**src/rtl/ex_mem_latch.sv**
```systemverilog
// EX->MEM pipeline latch: 2-entry skid buffer, N/Z/V flag register, optional overflow squash/trap.
// Define EXM_OVF_TRAP_EN to enable overflow squash, ovf_trap and epc.
module ex_mem_latch #(
  parameter int unsigned DATA_W = 16,
  parameter int unsigned REG_W  = 3
) (
  input  logic              clk,
  input  logic              rst,
  input  logic              in_valid,
  output logic              in_ready,
  input  logic [DATA_W-1:0] in_alu_out,
  input  logic              in_neg,
  input  logic              in_zero,
  input  logic              in_ovf,
  input  logic [3:0]        in_codop,
  input  logic [REG_W-1:0]  in_rd,
  input  logic              in_we,
  input  logic              in_mem_rd,
  input  logic              in_mem_wr,
  input  logic [DATA_W-1:0] in_store_data,
  input  logic [DATA_W-1:0] in_pc,
  input  logic              flush,
  output logic              out_valid,
  input  logic              out_ready,
  output logic [DATA_W-1:0] out_alu_out,
  output logic [REG_W-1:0]  out_rd,
  output logic              out_we,
  output logic              out_mem_rd,
  output logic              out_mem_wr,
  output logic [DATA_W-1:0] out_store_data,
  output logic [2:0]        flags,
  output logic              ovf_trap,
  output logic [DATA_W-1:0] epc
);

  typedef struct packed {
    logic [DATA_W-1:0] alu_out;
    logic [REG_W-1:0]  rd;
    logic              we;
    logic              mem_rd;
    logic              mem_wr;
    logic [DATA_W-1:0] store_data;
  } entry_t;

  entry_t main_q, skid_q, in_entry;
  logic   main_valid_q, skid_valid_q;
  logic   [2:0] flags_q;
  logic   accept, drain, main_free, flag_upd, squash;

  assign accept    = in_valid & in_ready & ~flush;
  assign drain     = main_valid_q & out_ready;
  assign main_free = ~main_valid_q | drain;
  assign flag_upd  = accept & (in_codop <= 4'd10);

  // Only add/sub style opcodes can overflow into a squashed write-back.
`ifdef EXM_OVF_TRAP_EN
  assign squash = accept & in_ovf &
                  ((in_codop == 4'd0) | (in_codop == 4'd1) |
                   (in_codop == 4'd9) | (in_codop == 4'd10));
`else
  assign squash = 1'b0;
`endif

  always_comb begin
    in_entry.alu_out    = in_alu_out;
    in_entry.rd         = in_rd;
    in_entry.we         = in_we & ~squash;
    in_entry.mem_rd     = in_mem_rd & ~squash;
    in_entry.mem_wr     = in_mem_wr & ~squash;
    in_entry.store_data = in_store_data;
  end

  always_ff @(posedge clk) begin
    if (rst) begin
      main_valid_q <= 1'b0;
      skid_valid_q <= 1'b0;
      main_q       <= '0;
      skid_q       <= '0;
      flags_q      <= 3'b000;
    end else if (flush) begin
      main_valid_q <= 1'b0;
      skid_valid_q <= 1'b0;
    end else begin
      if (main_free) begin
        // Skid content is older than anything incoming, so it refills main first.
        if (skid_valid_q) begin
          main_q       <= skid_q;
          main_valid_q <= 1'b1;
          skid_valid_q <= 1'b0;
        end else if (accept) begin
          main_q       <= in_entry;
          main_valid_q <= 1'b1;
        end else begin
          main_valid_q <= 1'b0;
        end
      end else if (accept) begin
        skid_q       <= in_entry;
        skid_valid_q <= 1'b1;
      end
      if (flag_upd) begin
        flags_q <= {in_neg, in_zero, in_ovf};
      end
    end
  end

`ifdef EXM_OVF_TRAP_EN
  logic              ovf_trap_q;
  logic [DATA_W-1:0] epc_q;

  always_ff @(posedge clk) begin
    if (rst) begin
      ovf_trap_q <= 1'b0;
      epc_q      <= '0;
    end else begin
      ovf_trap_q <= squash;
      if (squash) begin
        epc_q <= in_pc;
      end
    end
  end

  assign ovf_trap = ovf_trap_q;
  assign epc      = epc_q;
`else
  logic unused_pc;
  assign unused_pc = ^in_pc;
  assign ovf_trap  = 1'b0;
  assign epc       = '0;
`endif

  assign in_ready       = ~skid_valid_q;
  assign out_valid      = main_valid_q;
  assign out_alu_out    = main_q.alu_out;
  assign out_rd         = main_q.rd;
  assign out_we         = main_q.we;
  assign out_mem_rd     = main_q.mem_rd;
  assign out_mem_wr     = main_q.mem_wr;
  assign out_store_data = main_q.store_data;
  assign flags          = flags_q;

endmodule

```
**config.mk**
```make
export PLATFORM = sky130hd
export DESIGN_NAME = ex_mem_latch
export DESIGN_NICKNAME = d
export VERILOG_FILES = /design/src/rtl/ex_mem_latch.sv
export SDC_FILE = /design/constraint.sdc
export NUM_CORES = 1
export LEC_CHECK = 0
export CAP_MARGIN = 0
export CELL_PAD_IN_SITES_DETAIL_PLACEMENT = 1
export CELL_PAD_IN_SITES_GLOBAL_PLACEMENT = 1
export CORE_MARGIN = 10
export CORE_UTILIZATION = 34
export CTS_CLUSTER_SIZE = 24
export DETAILED_ROUTE_END_ITERATION = 8
export GPL_TIMING_DRIVEN = 1
export PLACE_DENSITY = 0.86
export SLEW_MARGIN = 15
export SYNTH_ARGS = -nofsm -noshare
export SYNTH_HDL_FRONTEND = slang
export SYNTH_SLANG_ARGS = --single-unit
```
**constraint.sdc**
```tcl
create_clock -name clk -period 2 [get_ports clk]
set_input_delay 0.3 -clock clk [delete_from_list [all_inputs] [get_ports clk]]
set_output_delay 0.3 -clock clk [all_outputs]
set_load 0.1 [all_outputs]
```
=== Word level (Yosys, flattened, before mapping) ===
Index checks and enable logic that the tools add are counted.

* RAM bits: 0
* Output and inout bits: 60
* Logic and storage cells: 35
* Bits in latches: 0
* Input port bits: 66
* Bits in registers: 81
* Memories: 0
* Bits in read-only memories: 0

* Magnitude comparators: 1
* Add/subtract/negate cells: 0
* Reductions and logical operators: 6
* Equality and inequality tests: 0
* Shifts and indexed selects: 0
* Multipliers: 0
* Bitwise gates (word level): 9
* Mux-type cells: 4
* Div/mod/pow operators: 0

{| class="wikitable"
|+ Operator list
! operator !! count
|-
| 2-to-1 mux 38 bit || 2
|-
| AND reduction 3 bit || 2
|-
| bitwise AND 1 bit || 4
|-
| <= comparator 4 bit (second input constant) || 1
|-
| NOT 1 bit || 4
|-
| OR reduction 3 bit || 1
|-
| 2-to-1 mux 1 bit || 2
|-
| AND reduction 2 bit || 1
|-
| nonzero test 2 bit || 1
|-
| OR reduction 2 bit || 1
|-
| OR 1 bit || 1
|}

=== Logic depth before layout (Yosys ltp) ===
Gate-level depths: netlist of run 1.

* Depth in word-level cells: 5
* Depth in mapped cells: 6

=== Worst setup path after synthesis of run 1 ===
Ideal clock, no wire load.

* Path kind: flip-flop to flip-flop
* Start point: register main_valid_q (netlist: out_valid)
* End point: register main_q, in the netlist out_alu_out[0]
* Clock period less this slack: 1,929 ps
* Setup slack: 71 ps
* Library setup time: 132 ps
* Arrival: 1,797 ps
* Stages on the path, launching flop included: 6
* Cells stage by stage: dfxtp_1 -> nand2b_1 -> buf_2 -> buf_2 -> a31oi_1 -> nor3_1

* Word-level cells in the longest chain between the ends: 3
* Elaborated cells on any way between the ends: 4

{| class="wikitable"
|+ Ends and longest elaborated chain
! item !! line !! text
|-
| from (decl) || 46 || <nowiki>logic main_valid_q, skid_valid_q;</nowiki>
|-
| from (signal assigned) || 75 || <nowiki>main_valid_q <= 1'b0;</nowiki>
|-
| from (signal assigned) || 81 || <nowiki>main_valid_q <= 1'b0;</nowiki>
|-
| from (signal assigned) || 88 || <nowiki>main_valid_q <= 1'b1;</nowiki>
|-
| bitwise AND 1 bit or NOT 1 bit (tied branches) || 51, 52 ||
|-
| OR 1 bit * || 52 || <nowiki>assign main_free = ~main_valid_q | drain;</nowiki>
|-
| AND reduction 3 bit (no line) * || -- ||
|-
| to (signal assigned) || 87 || <nowiki>main_q <= skid_q;</nowiki>
|-
| to (signal assigned) || 91 || <nowiki>main_q <= in_entry;</nowiki>
|-
| to (decl) || 45 || <nowiki>entry_t main_q, skid_q, in_entry;</nowiki>
|}

Every way passes the cells marked *; elsewhere a longest branch is shown, timed or not.
A chain may end at the register's enable or synchronous reset.

=== Worst setup path in the final report of run 1 ===
* Start point: register skid_valid_q
* End point: output in_ready

* Word-level cells in the longest chain between the ends: 1

{| class="wikitable"
|+ Ends and longest elaborated chain
! item !! line !! text
|-
| from (decl) || 46 ||
|-
| from (signal assigned) || 76 || <nowiki>skid_valid_q <= 1'b0;</nowiki>
|-
| from (signal assigned) || 82 || <nowiki>skid_valid_q <= 1'b0;</nowiki>
|-
| from (signal assigned) || 89 || <nowiki>skid_valid_q <= 1'b0;</nowiki>
|-
| NOT 1 bit || 131 || <nowiki>assign in_ready = ~skid_valid_q;</nowiki>
|-
| to (decl) || 10 || <nowiki>output logic in_ready,</nowiki>
|}

No other way between the ends.

==> impl_summary.md, run 1 <==
Synth
The number of distinct library cells after synthesis is 25. During synthesis, Yosys emitted a total of 0 warnings. After synthesis the cells add up to 3840 um2. The mean area per synthesized cell is 8.70 um2. Yosys instantiated no cell more often than dfxtp_1. Synthesis produced 441 cells. Ranked by total cell area, the synthesized netlist is headed by dfxtp_1 42%, mux2_2 11%, nor4_1 6.4%, a31oi_1 6.2%, a21oi_1 5.0%.

In this run, synthesis inferred 0 flip-flops with an integrated enable. Of the post-synthesis cell area, the dominant cell type holds 0.423. Counting instances in the post-synthesis netlist gives the leading cell types as 81 x dfxtp_1, 39 x nor4_1.

The largest total area in the synthesized netlist belongs to dfxtp_1. The total of flip-flops plus latches after synthesis is 81. The sequential share of the synthesized area is 0.423. The prevailing post-synth register cell is dfxtp_1. Of all flip-flops after synthesis, the portion carrying an async set or reset was 0.

Global routing
For met2 alone, demand over resource in global routing was 0.264. The layer with the highest usage is met2. Entering global routing, the biggest net connects 79 pins. The via count of the first global-routing pass is 3907. The global-route total usage across every layer is 0.157. The initial antenna violation count was 0. For this run, global-route usage on met1 was measured as 0.190. The fraction of met3 tracks used by global routing is 0.0487. The first global-routing pass estimated 21.0 mm of wire.

For this run the aggregate overflow at the end of global routing stands at 0.

Timing
The number of pins exceeding their max-slew limit in the final report is 0. Setup repair after global routing left no endpoint under its margin. The total negative slack for setup checks is 0 ps.

The number of failing hold endpoints at the final stage is 0. The worst path needs 1900 ps of the cycle, external delays included. Setup violations remaining at the end of the flow were counted as 0. The slew at the pin with the worst max-slew slack is 587 ps. For this run, the top clock speed supported by timing is 527 MHz. For the final database, setup skew stands at 9.21 ps. Hold timing on the final database bottoms out at a slack of 475 ps. The post-route clock period utilization is 0.948. Headroom to the max-slew limit came out at 0.608.

Clock tree
The total CTS buffers is 9. Clock-pin slew was measured on the worst setup and hold paths at 60 ps. The H-tree generated during clock tree synthesis spans 3 levels.

The library cell used as clock root buffer is clkbuf_16. TritonCTS built the clock tree. In this run, post-CTS hold repair placed 0 buffers. In this run the deepest clock path goes through 2 buffers. The clock sink total is 81. The later pin in the worst-skew pair is clocked with a latency of 330 ps.

Status
The run finished with clean final reports.

Floorplan
The total die area is 15900 um2. The initial cell density of the core is 0.351. The number of primary I/O pins is 126. The die span in x is 126 um. From bottom edge to top edge, the die measures 126 um.

The cell row count is 38. The core region area is 10900 um2.

Detailed routing
The count of vias placed by the detailed router is 3602. The first-pass detailed-route iteration total is 4. The routed length per placed instance is 19.8 um. The post-detailed-routing wire length is 12.9 mm. Dividing the detail-routed via count by the number of cells gives 5.53.

The antenna violation net count after detailed routing is 0. The number of DRC violations after detailed routing is 0. For this block, the initial DRC count from the detailed router was 192.

Hold path
The cell depth of the worst min-delay path is 2. The type of the worst min-delay path is flop to flop.

Cells and area
The area overhead of the layout relative to synthesis is 31.6%. The repair_antennas step left the layout with diodes totalling 0. The fill cell instance count of the final layout is 1288. The fraction of final layout cells sized beyond drive strength 1 is 0.241. For this run, the share of the core covered by cells in the final layout is 0.462. In the final design database the tool counted 572 nets.

Placed design
The routability congestion estimate from global placement is 0.750. The placed wire-length estimate after detailed placement is 8.54 mm. The count of buffers added on input and output ports is 92.

Worst setup path
STA classifies the critical path endpoint as an output port. The startpoint-to-endpoint class of the critical path is flop to output port. The required time of the worst setup path is 1700 ps. The nature of the critical path startpoint is a flop. The worst path arrival time is 1600 ps. The logic depth of the worst register-to-register path is 4. Of all nets on the critical path, the largest fanout is 18.

Power and ir drop
The power per standard cell area is 901 nW/um2. The total design power is 4.55 mW. The total leakage power is 1.78 nW.

Across the VDD grid, the largest voltage drop is 0.000572 V.

Job
Max-cap violations in this run came to 0.
[sequential cells by signal, summed over array words and instances (netlist names)]
register and flops:
flags 3, out_alu_out 16, out_mem_rd 1, out_mem_wr 1, out_rd 3, out_store_data 16, out_valid 1, out_we 1
skid_q 38, skid_valid_q 1
[per-stage QoR]
stage	instance area, um2	worst slack, ps	std cells
floorplan	3900	70.7	457
global placement	4730	68.0	635
detailed placement	4730	-22.0	635
CTS	5050	68.2	651
global route	5050	22.8	651
finish	5050	103	651
[power by group]
part / internal (mW) / switching, mW / total (mW)
combinational: 0.292 / 0.817 / 1.11
sequential: 1.68 / 0.0373 / 1.71
clock: 1.09 / 0.634 / 1.73
total: 3.06 / 1.49 / 4.55
[metal layers]
metal	vias up	share of wire
li1	1734	-
met1	1779	0.45
met2	81	0.48
met3	8	0.059
met4	0	0.0057
met5	-	0
[timing repair]
action / CTS / global route
setup buffers: 0 / 0
endpoints found under the setup margin: 0 / 25
gates resized for setup: 0 / 1
[path summary, 6_finish.rpt]
check | slack (ps) | start | end
max | 100 | skid_valid_q$_SDFFE_PP0P_ | in_ready
min | 470 | skid_q[30]$_SDFFE_PP0P_ | skid_q[30]$_SDFFE_PP0P_
max reg2reg | 210 | skid_valid_q$_SDFFE_PP0P_ | out_rd[1]$_SDFFE_PP0P_
min reg2reg | 470 | skid_q[30]$_SDFFE_PP0P_ | skid_q[30]$_SDFFE_PP0P_
[cell families (layout without fill, tap and decap cells)]
family,after synthesis,in the layout,share of synthesized area
simple gates,127,127,0.185
compound gates,117,117,0.169
flops,81,81,0.423
buf+inv,74,128,0.103
mux,41,41,0.119
other cells,1,17,0.000977
[cell type report]
class                           instances  area, um2  area share
Clock buffer                           11        233      0.0461
Clock inverter                          5       80.1      0.0159
Inverter                                2       7.51     0.00149
Multi-Input combinational cell        302       1910       0.377
Sequential cell                        81       1620       0.321
Tap cell                              140        175      0.0347
Timing Repair Buffer                  110       1030       0.203
[cell usage in the layout, fill, tap and decap left out, types with 2 or more instances in the layout]
| cell | instances |
|---|---|
| dfxtp_1 | 80 |
| buf_4 | 54 |
| clkdlybuf4s50_1 | 47 |
| nor4_1 | 39 |
| nand3_1 | 38 |
| a21oi_1 | 38 |
| a31oi_1 | 38 |
| mux2_2 | 38 |
| nor3_1 | 38 |
| o21ai_0 | 34 |
| conb_1 | 17 |
| clkbuf_16 | 9 |
| buf_12 | 7 |
| nand2b_1 | 6 |
| o21ai_1 | 4 |
| mux2i_1 | 3 |
| inv_1 | 2 |
| bufinv_16 | 2 |
| clkinvlp_4 | 2 |
| clkbuf_1 | 2 |
| buf_2 | 2 |
[worst max-delay path, cell delays in order (launching register included)]
cell and delay (ps):
dfxtp_2 640, buf_4 340, inv_1 110, buf_12 180
Power figures use the tool's default switching activity.
==> run 2: changes to the inputs <==
--- a/config.mk
+++ b/config.mk
@@ -8,7 +8,6 @@
 export CAP_MARGIN = 0
 export CELL_PAD_IN_SITES_DETAIL_PLACEMENT = 1
 export CELL_PAD_IN_SITES_GLOBAL_PLACEMENT = 1
-export CORE_MARGIN = 10
 export CORE_UTILIZATION = 34
 export CTS_CLUSTER_SIZE = 24
 export DETAILED_ROUTE_END_ITERATION = 8
==> run 2 against run 1 <==
  * Worst hold slack gained 1.3 ps
  * Worst setup slack gained 130 ps
  * Core utilization shrank 0.53 points
  * Fmax grew 7.2%
  * Cell count shrank 0.77%
  * Clock power grew 3%
  * Routed wire length shrank 6.1%
  * Register-to-register slack gained 90 ps
==> impl_summary.md, run 2 (same netlist as run 1, synthesis figures left out) <==
Status
The run finished with clean final reports.

Cells and area
The number of antenna diodes is 0 (unchanged). Relative to the synthesized area, the layout overhead comes to 30.1%. The top cell types in the final layout, fill and taps aside, are 80 x dfxtp_1, 54 x buf_4, 47 x clkdlybuf4s50_1, 39 x nor4_1. The fill cell instance count of the final layout was 1260 (-2.2%). The fraction of final layout cells sized beyond drive strength 1 came to 0.237 (-0.00355). The final net count came to 569 (-0.52%).

Leaving out fill and tap cells, the most frequent cell in the layout is dfxtp_1. The combined flip-flop and latch cell area came to 1620 um2 (unchanged). The number of flip-flops in the largest register is 38 (unchanged). The register containing the most flip-flops in the final layout is skid_q. The footprint of the multi-input gates is 1900 um2 (-0.13%).

Clock tree
The H-tree depth was 3 (unchanged). The number of instances resized during post-cts repair came to 0 (unchanged). In this run the clock root is driven by a clkbuf_16.

The total CTS buffers is 9 (unchanged). The clock sink total was 81 (unchanged). The number of buffers on the longest clock path is 2 (unchanged). The number of buffers inserted by hold repair at cts is 0 (unchanged).

The CTS clock-pin slew for the worst setup and hold paths came to 60 ps (about the same). The post-CTS setup buffer count is 0 (unchanged). The clock insertion delay at the later pin of the skew report is 330 ps (about the same). The TritonCTS clock tree is done.

Floorplan
The cell row count is 38 (unchanged). The initial cell density of the core is 0.351 (unchanged). The total die area is 11700 um2 (-26%). The core region area is 10900 um2 (unchanged). The die span in x is 108 um (-14%). The number of primary I/O pins is 126 (unchanged). The die height is 108 um (-14%).

Detailed routing
The first-pass detailed-route iteration total is 4 (unchanged). The detail-routed via count per cell was 5.68 (+2.6%). The post-detailed-routing wire length is 12.1 mm (-6.1%). The count of vias placed by the detailed router was 3669 (+1.9%). The routed length per placed instance is 18.7 um (-5.4%). The antenna violation net count after detailed routing was 0 (unchanged). The violation count after the first detailed-routing iteration came to 214 (+11%).

The number of DRC violations after detailed routing was 0 (unchanged).

Worst setup path
The nature of the critical path startpoint is a flop. The largest fanout on the critical path is 17 (-1). The startpoint-to-endpoint class of the critical path is flop to output port.

The worst path arrival time is 1470 ps (-130 ps). The worst setup path startpoint is skid_valid_q$_SDFFE_PP0P_. The origin of the critical flop-to-flop path is skid_valid_q$_SDFFE_PP0P_. The worst register-to-register path ends at out_store_data[3]$_SDFFE_PP0P_. The critical path capture point type is an output port. The logic depth of the worst register-to-register path is 3 (-1). The internal reg-to-reg setup slack is 300 ps (+90 ps). The required time of the worst setup path is 1700 ps (about the same).

Power and ir drop
The total leakage power is 1.76 nW (-1.0%). The total design power is 4.59 mW (+0.81%). The power per standard cell area is 919 nW/um2 (+2.0%). The worst-case vdd ir drop came to 0.000441 V (-23%).

Timing
The number of failing hold endpoints at the final stage is 0 (unchanged). The final hold slack is 476 ps (+1.29 ps). The smallest setup slack after layout is 230 ps (+127 ps). The number of pins exceeding their max-slew limit in the final report is 0 (unchanged).

The maximum achievable frequency was 565 MHz (+7.2%). The final clock skew came to 8.97 ps (-0.241 ps). The post-route clock period utilization is 0.885 (-0.0634). Setup repair after global routing left no endpoint under its margin.

The slew at the pin with the worst max-slew slack is 1050 ps (+463 ps). The total negative slack for setup checks is 0 ps (unchanged). The remaining max-slew budget at the tightest pin was 0.298 (-0.310).

The clock period minus final worst setup slack is 1770 ps (-127 ps). The count of endpoints failing setup in the final report came to 0 (unchanged).

Hold path
The launch instance of the worst min-delay path is skid_q[24]$_SDFFE_PP0P_. The cell depth of the worst min-delay path is 2 (unchanged). The tightest min-delay check is of the flop to flop type. The hold-critical path endpoint is skid_q[24]$_SDFFE_PP0P_.

Placed design
The routability congestion estimate from global placement is 0.740 (-1.4%). The worst slack at placement is -51.5 ps (-29.5 ps). The placed wire-length estimate after detailed placement is 7.47 mm (-13%). The total of buffers placed on input and output ports is 92 (unchanged).

Global routing
The initial antenna violation count came to 0 (unchanged). The global-route total usage across every layer came to 0.206 (+0.0498). The final global-route overflow total came to 0 (unchanged). The via count of the first global-routing pass is 3741 (-4.2%). The wire length of the first global-routing pass is 18.8 mm (-10%). The pin count of the biggest net entering global routing was 85 (+7.6%).

Job
The reported max-cap violation count is 0 (unchanged).
run 2: cell count changes in the layout (fill, tap and decap cells not counted), sizes merged:
cell,change
buf,-3
clkinvlp,-2
run 2: cell type report:
cell class | instances | area share
multi-input combinational | 302 | 0.381
sequential | 81 | 0.325
timing repair buffer | 107 | 0.193
clock buffer | 11 | 0.0506
tap | 140 | 0.0351
clock inverter | 3 | 0.0130
inverter | 2 | 0.00150
run 2: per-stage QoR:
stage               std cells  utilization  instance area [um2]
floorplan                 457            -                 3900
global placement          632        0.427                 4670
detailed placement        632        0.427                 4670
CTS                       646        0.457                 4990
global route              646        0.457                 4990
finish                    646        0.457                 4990
run 2: metal layers:
metal	track usage	vias up	routed length, um
met5	0	-	0
met4	0.0616	0	120
met3	0.0567	13	801
met2	0.362	110	5970
met1	0.244	1811	5210
li1	-	1735	-
run 2: worst max-delay path by stage:
stage / slack, ps / cells after the start / endpoint
floorplan: 70 / 5 / out_alu_out[0]$_SDFFE_PP0P_
global placement: 7 / 4 / flags[1]$_SDFFE_PP0P_
detailed placement: -50 / 4 / flags[0]$_SDFFE_PP0P_
CTS: 220 / 3 / in_ready
global route: 140 / 4 / out_store_data[3]$_SDFFE_PP0P_
finish: 230 / 3 / in_ready
run 2: where the power goes:
group,internal [mW],switching (mW)
clock network,1.15,0.634
logic,0.281,0.810
registers,1.68,0.0376
run 2: worst max-delay path, cell delays in order (launching register included):
cell and delay, ps:
dfxtp_2 500, buf_4 320, inv_1 60, buf_4 230
==> run 3: changes to the inputs <==
--- a/config.mk
+++ b/config.mk
@@ -6,13 +6,11 @@
 export NUM_CORES = 1
 export LEC_CHECK = 0
 export CAP_MARGIN = 0
-export CELL_PAD_IN_SITES_DETAIL_PLACEMENT = 1
-export CELL_PAD_IN_SITES_GLOBAL_PLACEMENT = 1
-export CORE_UTILIZATION = 34
+export CORE_UTILIZATION = 42
 export CTS_CLUSTER_SIZE = 24
 export DETAILED_ROUTE_END_ITERATION = 8
 export GPL_TIMING_DRIVEN = 1
-export PLACE_DENSITY = 0.86
+export PLACE_DENSITY = 0.82
 export SLEW_MARGIN = 15
 export SYNTH_ARGS = -nofsm -noshare
 export SYNTH_HDL_FRONTEND = slang
==> constraint.sdc (replaced) <==
create_clock -name clk -period 1.5 [get_ports clk]
set_input_delay 0.225 -clock clk [delete_from_list [all_inputs] [get_ports clk]]
set_output_delay 0.225 -clock clk [all_outputs]
set_load 0.1 [all_outputs]
==> run 3 against run 2 <==
  * Via count increased by 3.5%
  * First-iteration DRC count rose by 16%
  * Global-route usage is 3.1 points higher
  * Critical path depth grew 1
  * Combinational power is 55% higher
  * Worst hold slack worse by 140 ps
  * Power rose by 29%
  * Largest cell class unchanged
  * Worst setup slack got worse by 190 ps
  * Register-to-register slack worse by 260 ps
  * Sequential share of layout area is 3.5 points lower
  * Clock skew grew 0.92 ps
  * Routed wire length down 6.3%
==> impl_summary.md, run 3 (same netlist as run 1, synthesis figures left out) <==
Status
The flow ran to the end, and the final reports show no timing, DRC or antenna violations.

Timing
The count of endpoints failing setup in the final report came to 0 (unchanged). The final hold slack came to 332 ps (-144 ps). The clock period minus final worst setup slack is 1460 ps. Derived from the worst setup path, the maximum achievable clock frequency is 686 MHz. Setup repair after global routing left no endpoint under its margin. The total negative slack for setup checks was 0 ps (unchanged). In the finished design, the share of the clock period the worst path needs comes to 0.971. The final clock skew is 9.89 ps (+0.923 ps). The number of failing hold endpoints at the final stage is 0 (unchanged). The number of pins exceeding their max-slew limit in the final report is 0 (unchanged).

The smallest setup slack after layout was 42.9 ps (-187 ps).

Clock tree
The number of buffers on the longest clock path came to 2 (unchanged). The number of buffers inserted by hold repair at cts is 0 (unchanged). The library cell used as clock root buffer is clkbuf_8. The total CTS buffers came to 9 (unchanged). The TritonCTS clock tree is done. The clock sink total came to 81 (unchanged).

The H-tree depth is 3 (unchanged). The clock insertion delay at the later pin of the skew report came to 350 ps (+20 ps). The CTS clock-pin slew for the worst setup and hold paths is 80 ps (+20 ps).

Placed design
The routability congestion estimate from global placement came to 0.882 (+19%). The total of buffers placed on input and output ports is 92 (unchanged). The placed wire-length estimate after detailed placement is 7.17 mm (-4.0%). The instance area at placement was 5330 um2 (+14%). The number of cells after detailed placement is 606 (-4.1%).

The worst slack at placement was -268 ps (-217 ps).

Floorplan
The core region area is 8760 um2 (-20%). The die height came to 97.6 um (-9.8%). The cell row count came to 34 (-11%). The initial cell density of the core is 0.438 (+0.0870).

The number of primary I/O pins is 126 (unchanged). The die span in x was 97.6 um (-9.8%). The total die area is 9520 um2 (-19%).

Detailed routing
The detail-routed via count per cell was 6.09 (+7.2%). The first-pass detailed-route iteration total came to 4 (unchanged). The antenna violation net count after detailed routing is 0 (unchanged).

Signal routing reaches up to met4. The sum of met3 wire segment lengths after detailed routing came to 828 um (+3.4%). The routed length per placed instance was 18.2 um (-3.0%). The count of vias placed by the detailed router is 3798 (+3.5%). The post-detailed-routing wire length is 11.3 mm (-6.3%). The detailed route wirelength on metal2 is 5.78 mm (-3.2%). The violation count after the first detailed-routing iteration was 249 (+16%). The number of DRC violations after detailed routing came to 0 (unchanged). The wire length on met1 is 4.57 mm (-12%).

Cells and area
The leading cell type in the layout, fill and taps excluded is dfxtp_1. The non-filler instance count after layout is 624 (-3.4%). The area of all placed cells without fillers came to 5620 um2 (+13%).

The area overhead of the layout relative to synthesis is 46.4%. The number of antenna diodes is 0 (unchanged). In the layout the commonest cells are 79 x dfxtp_1, 56 x buf_12, 47 x clkdlybuf4s50_1. The number of flip-flops in the largest register is 38 (unchanged). The register containing the most flip-flops in the final layout is skid_q. The fraction of final layout cells sized beyond drive strength 1 is 0.254 (+0.0167). The final cell utilization of the core is 0.641 (+0.185). The final net count is 577 (+1.4%).

Job
The reported max-cap violation count is 0 (unchanged).

Power and ir drop
The fraction of power consumed by sequential logic is 0.390 (+0.016). The power per standard cell area was 1060 nW/um2 (+15%). The total leakage power is 1.95 nW (+11%). The total design power is 5.94 mW (+29%). The proportion of power drawn by the clock network is 0.326 (-0.062). The total net switching power is 1.96 mW (+32%).

The switching part of the total power is 0.329 (+0.00620). The worst-case vdd ir drop is 0.000566 V (+28%). The internal power contribution is 3.98 mW (+28%). The combinational group share of total power came to 0.284 (+0.046).

Hold path
The type of the worst min-delay path is primary input to flop. The launch instance of the worst min-delay path is flush.

Worst setup path
STA classifies the critical path startpoint as a flop. The worst register-to-register path begins at skid_valid_q$_SDFFE_PP0P_. The worst setup path is of the flop to flop kind. Traced cell by cell, the critical path runs through or3b_4 > buf_12 > o21ai_0 > a21oi_1. The required time of the worst setup path came to 1720 ps (+20 ps). The worst setup path is captured at a flop. The cell at the slowest stage of the critical path is or3b_4. The worst stage delay on the critical path is 460 ps (-40 ps).

The most critical setup path has its startpoint at skid_valid_q$_SDFFE_PP0P_. The largest fanout on the critical path was 23 (+6). The worst path arrival time is 1680 ps (+210 ps).

Global routing
The final global-route overflow total was 0 (unchanged). The via count of the first global-routing pass was 3804 (+1.7%). The initial antenna violation count is 0 (unchanged). The wire length of the first global-routing pass is 18.5 mm (-2.1%). The pin count of the biggest net entering global routing is 85 (unchanged). The global-route total usage across every layer is 0.237 (+0.0310).
## run 3: cell types whose count changed in the layout (fill, tap and decap cells not counted), moves of 2 or more
| cell | before | now |
|---|---|---|
| buf_12 | 4 | 56 |
| buf_4 | 54 | 9 |
| clkbuf_16 | 9 | 1 |
| clkbuf_8 | 2 | 10 |
| dfxtp_4 | 0 | 2 |
| o21ai_0 | 34 | 32 |
| o21ai_1 | 4 | 6 |
## run 3: metal layers
| layer | up-vias | track usage |
|---|---|---|
| met5 | - | 0 |
| met4 | 0 | 0.0656 |
| li1 | 1749 | - |
| met2 | 195 | 0.422 |
| met1 | 1838 | 0.284 |
| met3 | 16 | 0.0554 |
## run 3: final timing paths
kind	endpoint	slack, ps	cells after the start
max	skid_q[29]$_SDFFE_PP0P_	40	4
min	out_valid$_SDFFE_PP0P_	330	3
max reg2reg	skid_q[29]$_SDFFE_PP0P_	40	4
min reg2reg	skid_q[19]$_SDFFE_PP0P_	480	2
## run 3: area by class of cell
cell class | instances | area (um2)
well taps | 108 | 135
multi-input cells | 302 | 1910
fillers | 695 | 3140
clock inverters | 5 | 103
repair buffers | 115 | 1690
flip-flops and latches | 81 | 1630
clock buffers | 11 | 141
inverters | 2 | 7.51
## run 3: critical path, delay by kind of cell, from the launching register on
family                 cells  cell delay (ps)
flip-flops                 1              380
AO/OA/AOI/OAI              2              310
buffers and inverters      1              180
AND/OR/NAND/NOR            1              460
## run 3: repair_timing
action | 4_1_cts | 5_1_grt
buffers inserted | 0 | 1
setup endpoints to repair | 1 | 11
gates cloned | 0 | 1
resized for setup | 1 | 3
pin swaps | 0 | 1
## run 3: power groups by stage
stage / combinational [mW] / clock (mW) / sequential [mW]
after floorplan: 0.570 / 0 / 2.86
after global placement: 1.64 / 0 / 2.37
after detailed placement: 1.67 / 0 / 2.37
after CTS: 1.67 / 1.96 / 2.32
after global routing: 1.74 / 2.04 / 2.33
final: 1.69 / 1.93 / 2.32
